==> src/rtl/ws2812_pixel_encoder.sv <==
// WS2812 single-wire pixel encoder: shifts pixel words out MSB-first as RZ pulses
// and inserts latch (reset) low periods on request.
module ws2812_pixel_encoder #(
   parameter int unsigned BITS    = 24,
   parameter int unsigned T_BIT   = 125,
   parameter int unsigned T0H     = 35,
   parameter int unsigned T1H     = 70,
   parameter int unsigned T_LATCH = 5000
) (
   input  logic            clk,
   input  logic            rst,
   input  logic [BITS-1:0] in_data,
   input  logic            in_valid,
   output logic            in_ready,
   input  logic            latch_req,
   output logic            data_out,
   output logic            busy,
   output logic            latch_done
);

   localparam int unsigned CNT_W = $clog2(T_BIT);
   localparam int unsigned LAT_W = (T_LATCH > 1) ? $clog2(T_LATCH) : 1;
   localparam int unsigned IDX_W = (BITS > 1) ? $clog2(BITS) : 1;

   if (!(T0H >= 1 && T0H < T1H && T1H < T_BIT && BITS >= 1 && T_LATCH >= 1)) begin : g_param_check
      $error("ws2812_pixel_encoder: illegal BITS/timing parameters");
   end

   typedef enum logic [1:0] {IDLE, BIT, LATCH} state_t;

   state_t            state;
   logic [BITS-1:0]   sr;
   logic [CNT_W-1:0]  cnt;
   logic [IDX_W-1:0]  idx;
   logic [LAT_W-1:0]  lat_cnt;
   logic              pending;

   logic              bit_end;
   logic              word_end;
   logic              accept;
   logic [CNT_W-1:0]  cnt_nxt;
   logic [CNT_W-1:0]  high_len;
   logic [LAT_W-1:0]  lat_nxt;

   assign bit_end  = (state == BIT) && (cnt == CNT_W'(T_BIT - 1));
   assign word_end = bit_end && (idx == IDX_W'(BITS - 1));
   assign cnt_nxt  = cnt + CNT_W'(1);
   assign lat_nxt  = lat_cnt + LAT_W'(1);
   assign high_len = sr[BITS-1] ? CNT_W'(T1H) : CNT_W'(T0H);

   // Ready in IDLE or in the last cycle of a word, so words chain without a gap.
   assign in_ready = !rst && !pending && !latch_req && ((state == IDLE) || word_end);
   assign accept   = in_valid && in_ready;

   always_ff @(posedge clk) begin
      if (rst) begin
         state      <= IDLE;
         sr         <= '0;
         cnt        <= '0;
         idx        <= '0;
         lat_cnt    <= '0;
         pending    <= 1'b0;
         data_out   <= 1'b0;
         busy       <= 1'b0;
         latch_done <= 1'b0;
      end else begin
         latch_done <= 1'b0;
         case (state)
            IDLE: begin
               if (latch_req) begin
                  state      <= LATCH;
                  lat_cnt    <= '0;
                  busy       <= 1'b1;
                  latch_done <= (T_LATCH == 1);
               end else if (accept) begin
                  state    <= BIT;
                  sr       <= in_data;
                  cnt      <= '0;
                  idx      <= '0;
                  data_out <= 1'b1;
                  busy     <= 1'b1;
               end
            end
            BIT: begin
               if (!bit_end) begin
                  cnt      <= cnt_nxt;
                  data_out <= (cnt_nxt < high_len);
                  pending  <= pending | latch_req;
               end else if (!word_end) begin
                  sr       <= sr << 1;
                  idx      <= idx + IDX_W'(1);
                  cnt      <= '0;
                  data_out <= 1'b1;
                  pending  <= pending | latch_req;
               end else if (pending || latch_req) begin
                  state      <= LATCH;
                  pending    <= 1'b0;
                  lat_cnt    <= '0;
                  data_out   <= 1'b0;
                  latch_done <= (T_LATCH == 1);
               end else if (accept) begin
                  sr       <= in_data;
                  idx      <= '0;
                  cnt      <= '0;
                  data_out <= 1'b1;
               end else begin
                  state    <= IDLE;
                  data_out <= 1'b0;
                  busy     <= 1'b0;
               end
            end
            LATCH: begin
               // latch_req is deliberately ignored here.
               if (lat_cnt == LAT_W'(T_LATCH - 1)) begin
                  state <= IDLE;
                  busy  <= 1'b0;
               end else begin
                  lat_cnt    <= lat_nxt;
                  latch_done <= (lat_nxt == LAT_W'(T_LATCH - 1));
               end
            end
            default: begin
               state    <= IDLE;
               data_out <= 1'b0;
               busy     <= 1'b0;
            end
         endcase
      end
   end

endmodule

==> config.mk <==
export PLATFORM = sky130hd
export DESIGN_NAME = ws2812_pixel_encoder
export DESIGN_NICKNAME = d
export VERILOG_FILES = /design/src/rtl/ws2812_pixel_encoder.sv
export SDC_FILE = /design/constraint.sdc
export NUM_CORES = 1
export LEC_CHECK = 0
export CAP_MARGIN = 10
export CORE_MARGIN = 2
export CORE_UTILIZATION = 56
export CTS_CLUSTER_DIAMETER = 30
export DETAILED_ROUTE_END_ITERATION = 8
export PLACE_DENSITY = 0.79
export SYNTH_ARGS = -nofsm -noshare
export SYNTH_HDL_FRONTEND = slang
export SYNTH_SLANG_ARGS = --single-unit
export TNS_END_PERCENT = 20
==> constraint.sdc <==
create_clock -name clk -period 2.7 [get_ports clk]
set_input_delay 0.81 -clock clk [delete_from_list [all_inputs] [get_ports clk]]
set_output_delay 0.81 -clock clk [all_outputs]
set_load 0.005 [all_outputs]
# Word-level counts from Yosys, hierarchy flattened
# Cells that the tools add are included.
totals:
  ff_bits: 55
  latch_bits: 0
  ram_bits: 0
  mem_bits_ro: 0
  wordCells: 108
  mem_count: 0
classes:
  addsub: 3
  multipliers: 0
  n_div: 0
  order_cmp: 1
  n_eq_ne: 21
  shift: 0
  muxes: 50
  n_bitwise: 2
  reduce_logical: 22
op_table:
  columns: ["cell", "count"]
  rows:
  - ["$mux W24", 5]
  - ["$mux W13", 5]
  - ["$pmux W24 S2", 1]
  - ["$mux W7", 6]
  - ["$pmux W13 S3", 1]
  - ["$eq A13 B13 Y1 const B", 2]
  - ["$mux W5", 5]
  - ["$ne A2 B2 Y1 const B", 9]
  - ["$mux W1", 15]
  - ["$mux W2", 7]
  - ["$pmux W7 S2", 1]
  - ["$add A13 B1 Y13 const B", 1]
  - ["$reduce_and A6 Y1", 2]
  - ["$pmux W5 S2", 1]
  - ["$add A7 B1 Y7 const B", 1]
  - ["$eq A7 B7 Y1 const B", 1]
  - ["$lt A7 B7 Y1", 1]
  - ["$logic_and A1 B1 Y1", 6]
  - ["$ne A3 B2 Y1 const B", 2]
  - ["$ne A3 B3 Y1 const B", 2]
  - ["$pmux W1 S3", 2]
  - ["$pmux W2 S3", 1]
  - ["$reduce_and A3 Y1", 2]
  - ["$add A5 B1 Y5 const B", 1]
  - ["other kinds (16)", 19]

# Longest topological paths before layout
logic_depth:
  depth_word: 11
  depth_mapped: 10
  mapped_depth_nobuf: 9

# Worst setup path after synthesis
# Ideal clock, no wire load.
synth_timing:
  path_kind: "input-to-reg"
  from: "in latch_req"
  to: "reg sr[10]"
  setup_time_ns: 0.064
  arrival_time_ns: 2.251
  t_required_ns: 2.636
  setup_slack_ns: 0.384
  stages: 7
  path_buffers: 2
  path_cell_list: "buf_2 or4b_1 nor2_2 a2bb2oi_4 buf_4 o221ai_1 nor2_1"
synth_via:
  elab_chain_cells: 9
synth_rtl:
  columns: ["element", "line", "rtl"]
  rows:
  - ["from (decl)", "15", "input logic latch_req,"]
  - ["$logic_not A1 Y1", "52", "assign in_ready = !rst && !pending && !latch_req && ((state == IDLE) || word_end);"]
  - ["$logic_and A1 B1 Y1 (2 in a row)", "52", null]
  - ["$logic_and A1 B1 Y1", "53", "assign accept = in_valid && in_ready;"]
  - ["$mux W24 (4 in a row)", null, null]
  - ["$pmux W24 S2", null, null]
  - ["to (signal assigned)", "77", "sr <= in_data;"]
  - ["to (signal assigned)", "90", "sr <= sr << 1;"]
  - ["to (signal assigned)", "102", "sr <= in_data;"]
  - ["to (decl)", "32", "logic [BITS-1:0] sr;"]
# Several ways; a longest one is shown, not always the timed one. The select of a mux whose other input is x is not followed.
# A chain may end at the register's enable or synchronous reset.

# Worst setup path in the final report
layout_timing:
  from: "in rst"
  to: "out in_ready"
layout_via:
  elab_chain_cells: 4
layout_rtl:
  columns: ["element", "line", "rtl"]
  rows:
  - ["from (decl)", "11", "input logic rst,"]
  - ["$logic_not A1 Y1", "52", null]
  - ["$logic_and A1 B1 Y1 (3 in a row)", "52", null]
  - ["to (decl)", "14", "output logic in_ready,"]
# No other way between the ends.

==> impl_metrics.json <==
{
  "max_freq_mhz": 386,
  "critPathBufInv": 2,
  "synth-seq-cells": 55,
  "first_pass_iters": 4,
  "drt_wl_total_um": 5590,
  "maxCapViolCount": 0,
  "die_area_mm2": 0.00562,
  "arrival_ns": 1.78,
  "tritoncts": "built",
  "layout_commonest_cell": "nor2_1",
  "drtIter0Drc": 135,
  "clockBufferDepth": 2,
  "synth_edf_count": 0,
  "seq_area_frac_synth": 0.390,
  "end_kind": "output pin",
  "syn_area_mm2": 0.00282,
  "area_delta_synth_final_pct": 20.1,
  "path_cells": "clkdlybuf4s50_1, nor2_1, and3_1, dlygate4sd2_1",
  "status": "complete, no violations",
  "finalHoldViolations": 0,
  "peakVddDrop_mv": 0.298,
  "drive_gt1_frac": 0.132,
  "crit_type": "in2out",
  "gr-usage-all-layers": 0.217,
  "post_drt_wl_per_cell_um": 12.8,
  "start_kind": "input pin",
  "powerDensity_mw_per_mm2": 442,
  "skew_ns": 0.00462,
  "slew-limit-headroom": 0.646,
  "crit_slowest_cell": "clkdlybuf4s50_1",
  "period_minus_slack_ns": 2.59,
  "synth_cells": 334,
  "gp_congestion": 0.877,
  "timing.hold.ws_ns": 0.487,
  "slowest_delay_ns": 0.48,
  "hold_class": "reg2reg",
  "post-route-period-util": 0.959,
  "place_hpwl_um": 3810,
  "vias": 2477,
  "antennaDiodeCount": 0,
  "final_cell_mix": "nor2_1, dfxtp_1, clkdlybuf4s50_1, o221ai_1, buf_4",
  "die_y_um": 75.0,
  "r2r_slack_ns": 0.52,
  "start_util": 0.590,
  "grt_pass1_vias": 2201,
  "final_nets": 406,
  "coreArea_mm2": 0.00479,
  "synthDistinctLibCells": 57,
  "grt.overflow.total": 0,
  "yosys_warnings": 0,
  "crit_family": "buffers and inverters",
  "boundaryPins": 32,
  "maxSlewViolCount": 0,
  "syn_avg_cell_area_um2": 8.45,
  "finalSetupViolCount": 0,
  "die_w_um": 75.0,
  "power_leakage_nw": 1.34,
  "routed_via_density": 5.66,
  "synth_async_sr_flop_share": 0,
  "syn-num-nets": 370,
  "htree_levels": 2,
  "antenna_found_initial": 0,
  "cts_buffers": 5,
  "tns_ns": 0,
  "required_ns": 1.89,
  "ys.flop_type": "dfxtp_1",
  "tightest_slew_ns": 0.530,
  "grt_pass1_wl_um": 9660,
  "cts_sinks": 55,
  "antenna_left": 0,
  "cts_root_buf": "clkbuf_8",
  "seq_area_mm2": 0.00111,
  "multi_input_area_mm2": 0.00155,
  "grt_setup_unrepaired": "no",
  "port_buffers": 31,
  "worst-path-max-fanout": 2,
  "clock_latency_ns": 0.31,
  "rows": 25,
  "grt_max_degree": 27,
  "fill_cells": 391,
  "drc": 0,
  "clk_pin_slew_ns": 0.09
}
synthesized netlist by cell type (3+ instances only):
| cell | count | share of area |
|---|---|---|
| o21bai_1 | 3 | 0.0080 |
| a31oi_1 | 4 | 0.0089 |
| nand3_1 | 14 | 0.025 |
| a211oi_1 | 3 | 0.0080 |
| nor3b_1 | 4 | 0.011 |
| o2bb2ai_1 | 3 | 0.0093 |
| dfxtp_1 | 55 | 0.39 |
| and3_1 | 6 | 0.013 |
| nor2b_1 | 3 | 0.0067 |
| clkbuf_1 | 19 | 0.025 |
| xor2_1 | 5 | 0.016 |
| o21ai_0 | 4 | 0.0071 |
| o31ai_1 | 3 | 0.0080 |
| a22oi_1 | 4 | 0.011 |
| xnor2_1 | 4 | 0.012 |
| nand2_1 | 14 | 0.019 |
| nor2_1 | 69 | 0.092 |
| nand4_1 | 3 | 0.0067 |
| a21o_1 | 3 | 0.0080 |
| a21oi_1 | 11 | 0.020 |
| buf_6 | 3 | 0.012 |
| ha_1 | 8 | 0.035 |
| buf_4 | 3 | 0.0080 |
| or3_1 | 5 | 0.011 |
| o221ai_1 | 24 | 0.075 |
| inv_1 | 8 | 0.011 |
| buf_2 | 3 | 0.0053 |
| nor3_1 | 6 | 0.011 |
worst register-to-register path: cells and delay by family, from the launching register on:
| family | cells | cell delay (ns) |
|---|---|---|
| compound gates | 2 | 0.25 |
| xor+xnor | 1 | 0.10 |
| fa+ha+maj | 2 | 0.48 |
| buf+inv | 1 | 0.13 |
| flops | 1 | 0.36 |
| simple gates | 4 | 0.81 |
report_power, final:
part	leakage [nW]	internal (mW)	switching (mW)
Clock	0.0412	0.182	0.257
Sequential	0.449	0.844	0.0273
Combinational	0.847	0.109	0.0807
kinds of logic (layout without fill, tap and decap cells):
| kind of cell | Yosys count | count (layout) | share of synthesized area |
|---|---|---|---|
| AO/OA/AOI/OAI | 79 | 79 | 0.229 |
| XOR/XNOR | 9 | 9 | 0.0279 |
| adder cells (fa/ha/maj) | 8 | 8 | 0.0355 |
| buffers and inverters | 37 | 74 | 0.0625 |
| flip-flops | 55 | 55 | 0.390 |
| multiplexers | 2 | 2 | 0.00754 |
| AND/OR/NAND/NOR | 144 | 144 | 0.247 |
path summary, 6_finish.rpt:
kind                              from  endpoint  cells after the start
worst max-delay path               rst  in_ready                      4
worst min-delay path              busy      busy                      2
worst max register to register  cnt[0]  data_out                     10
worst min register to register    busy      busy                      2
sequential cells by signal, indices dropped and copies added, names as in the netlist:
name        cells
cnt             7
data_out        1
idx             5
latch_done      1
pending         1
busy            1
sr             24
state           2
lat_cnt        13
stage by stage:
stage	util	cell area (µm²)	power (mW)	cells	setup WS [ns]
6_report	0.708	3390	1.50	438	0.110
5_1_grt	0.708	3390	1.57	438	0.0396
4_1_cts	0.708	3390	1.51	438	0.107
3_5_place_dp	0.680	3260	1.08	425	-0.107
3_3_place_gp	0.680	3260	1.07	425	-0.0964
2_1_floorplan	-	2820	0.988	334	0.384
per-layer routing:
layer,global-route usage,part of all wire
met1,0.298,0.46
met2,0.347,0.49
met3,0.0361,0.040
met4,0.0754,0.012
met5,0,0
timing repair:
item | CTS | global route
resized for setup | 9 | 0
hold buffers | 0 | 0
endpoints found under the setup margin | 1 | 0
buffers inserted | 5 | 0
cell type report:
| class | count | area share |
|---|---|---|
| clock buffer | 6 | 0.0214 |
| sequential | 55 | 0.327 |
| clock inverter | 2 | 0.00369 |
| timing repair buffer | 57 | 0.156 |
| tap | 67 | 0.0247 |
| inverter | 9 | 0.00997 |
| multi-input combinational | 242 | 0.457 |
Note: power is estimated with default switching activity, not from simulation.
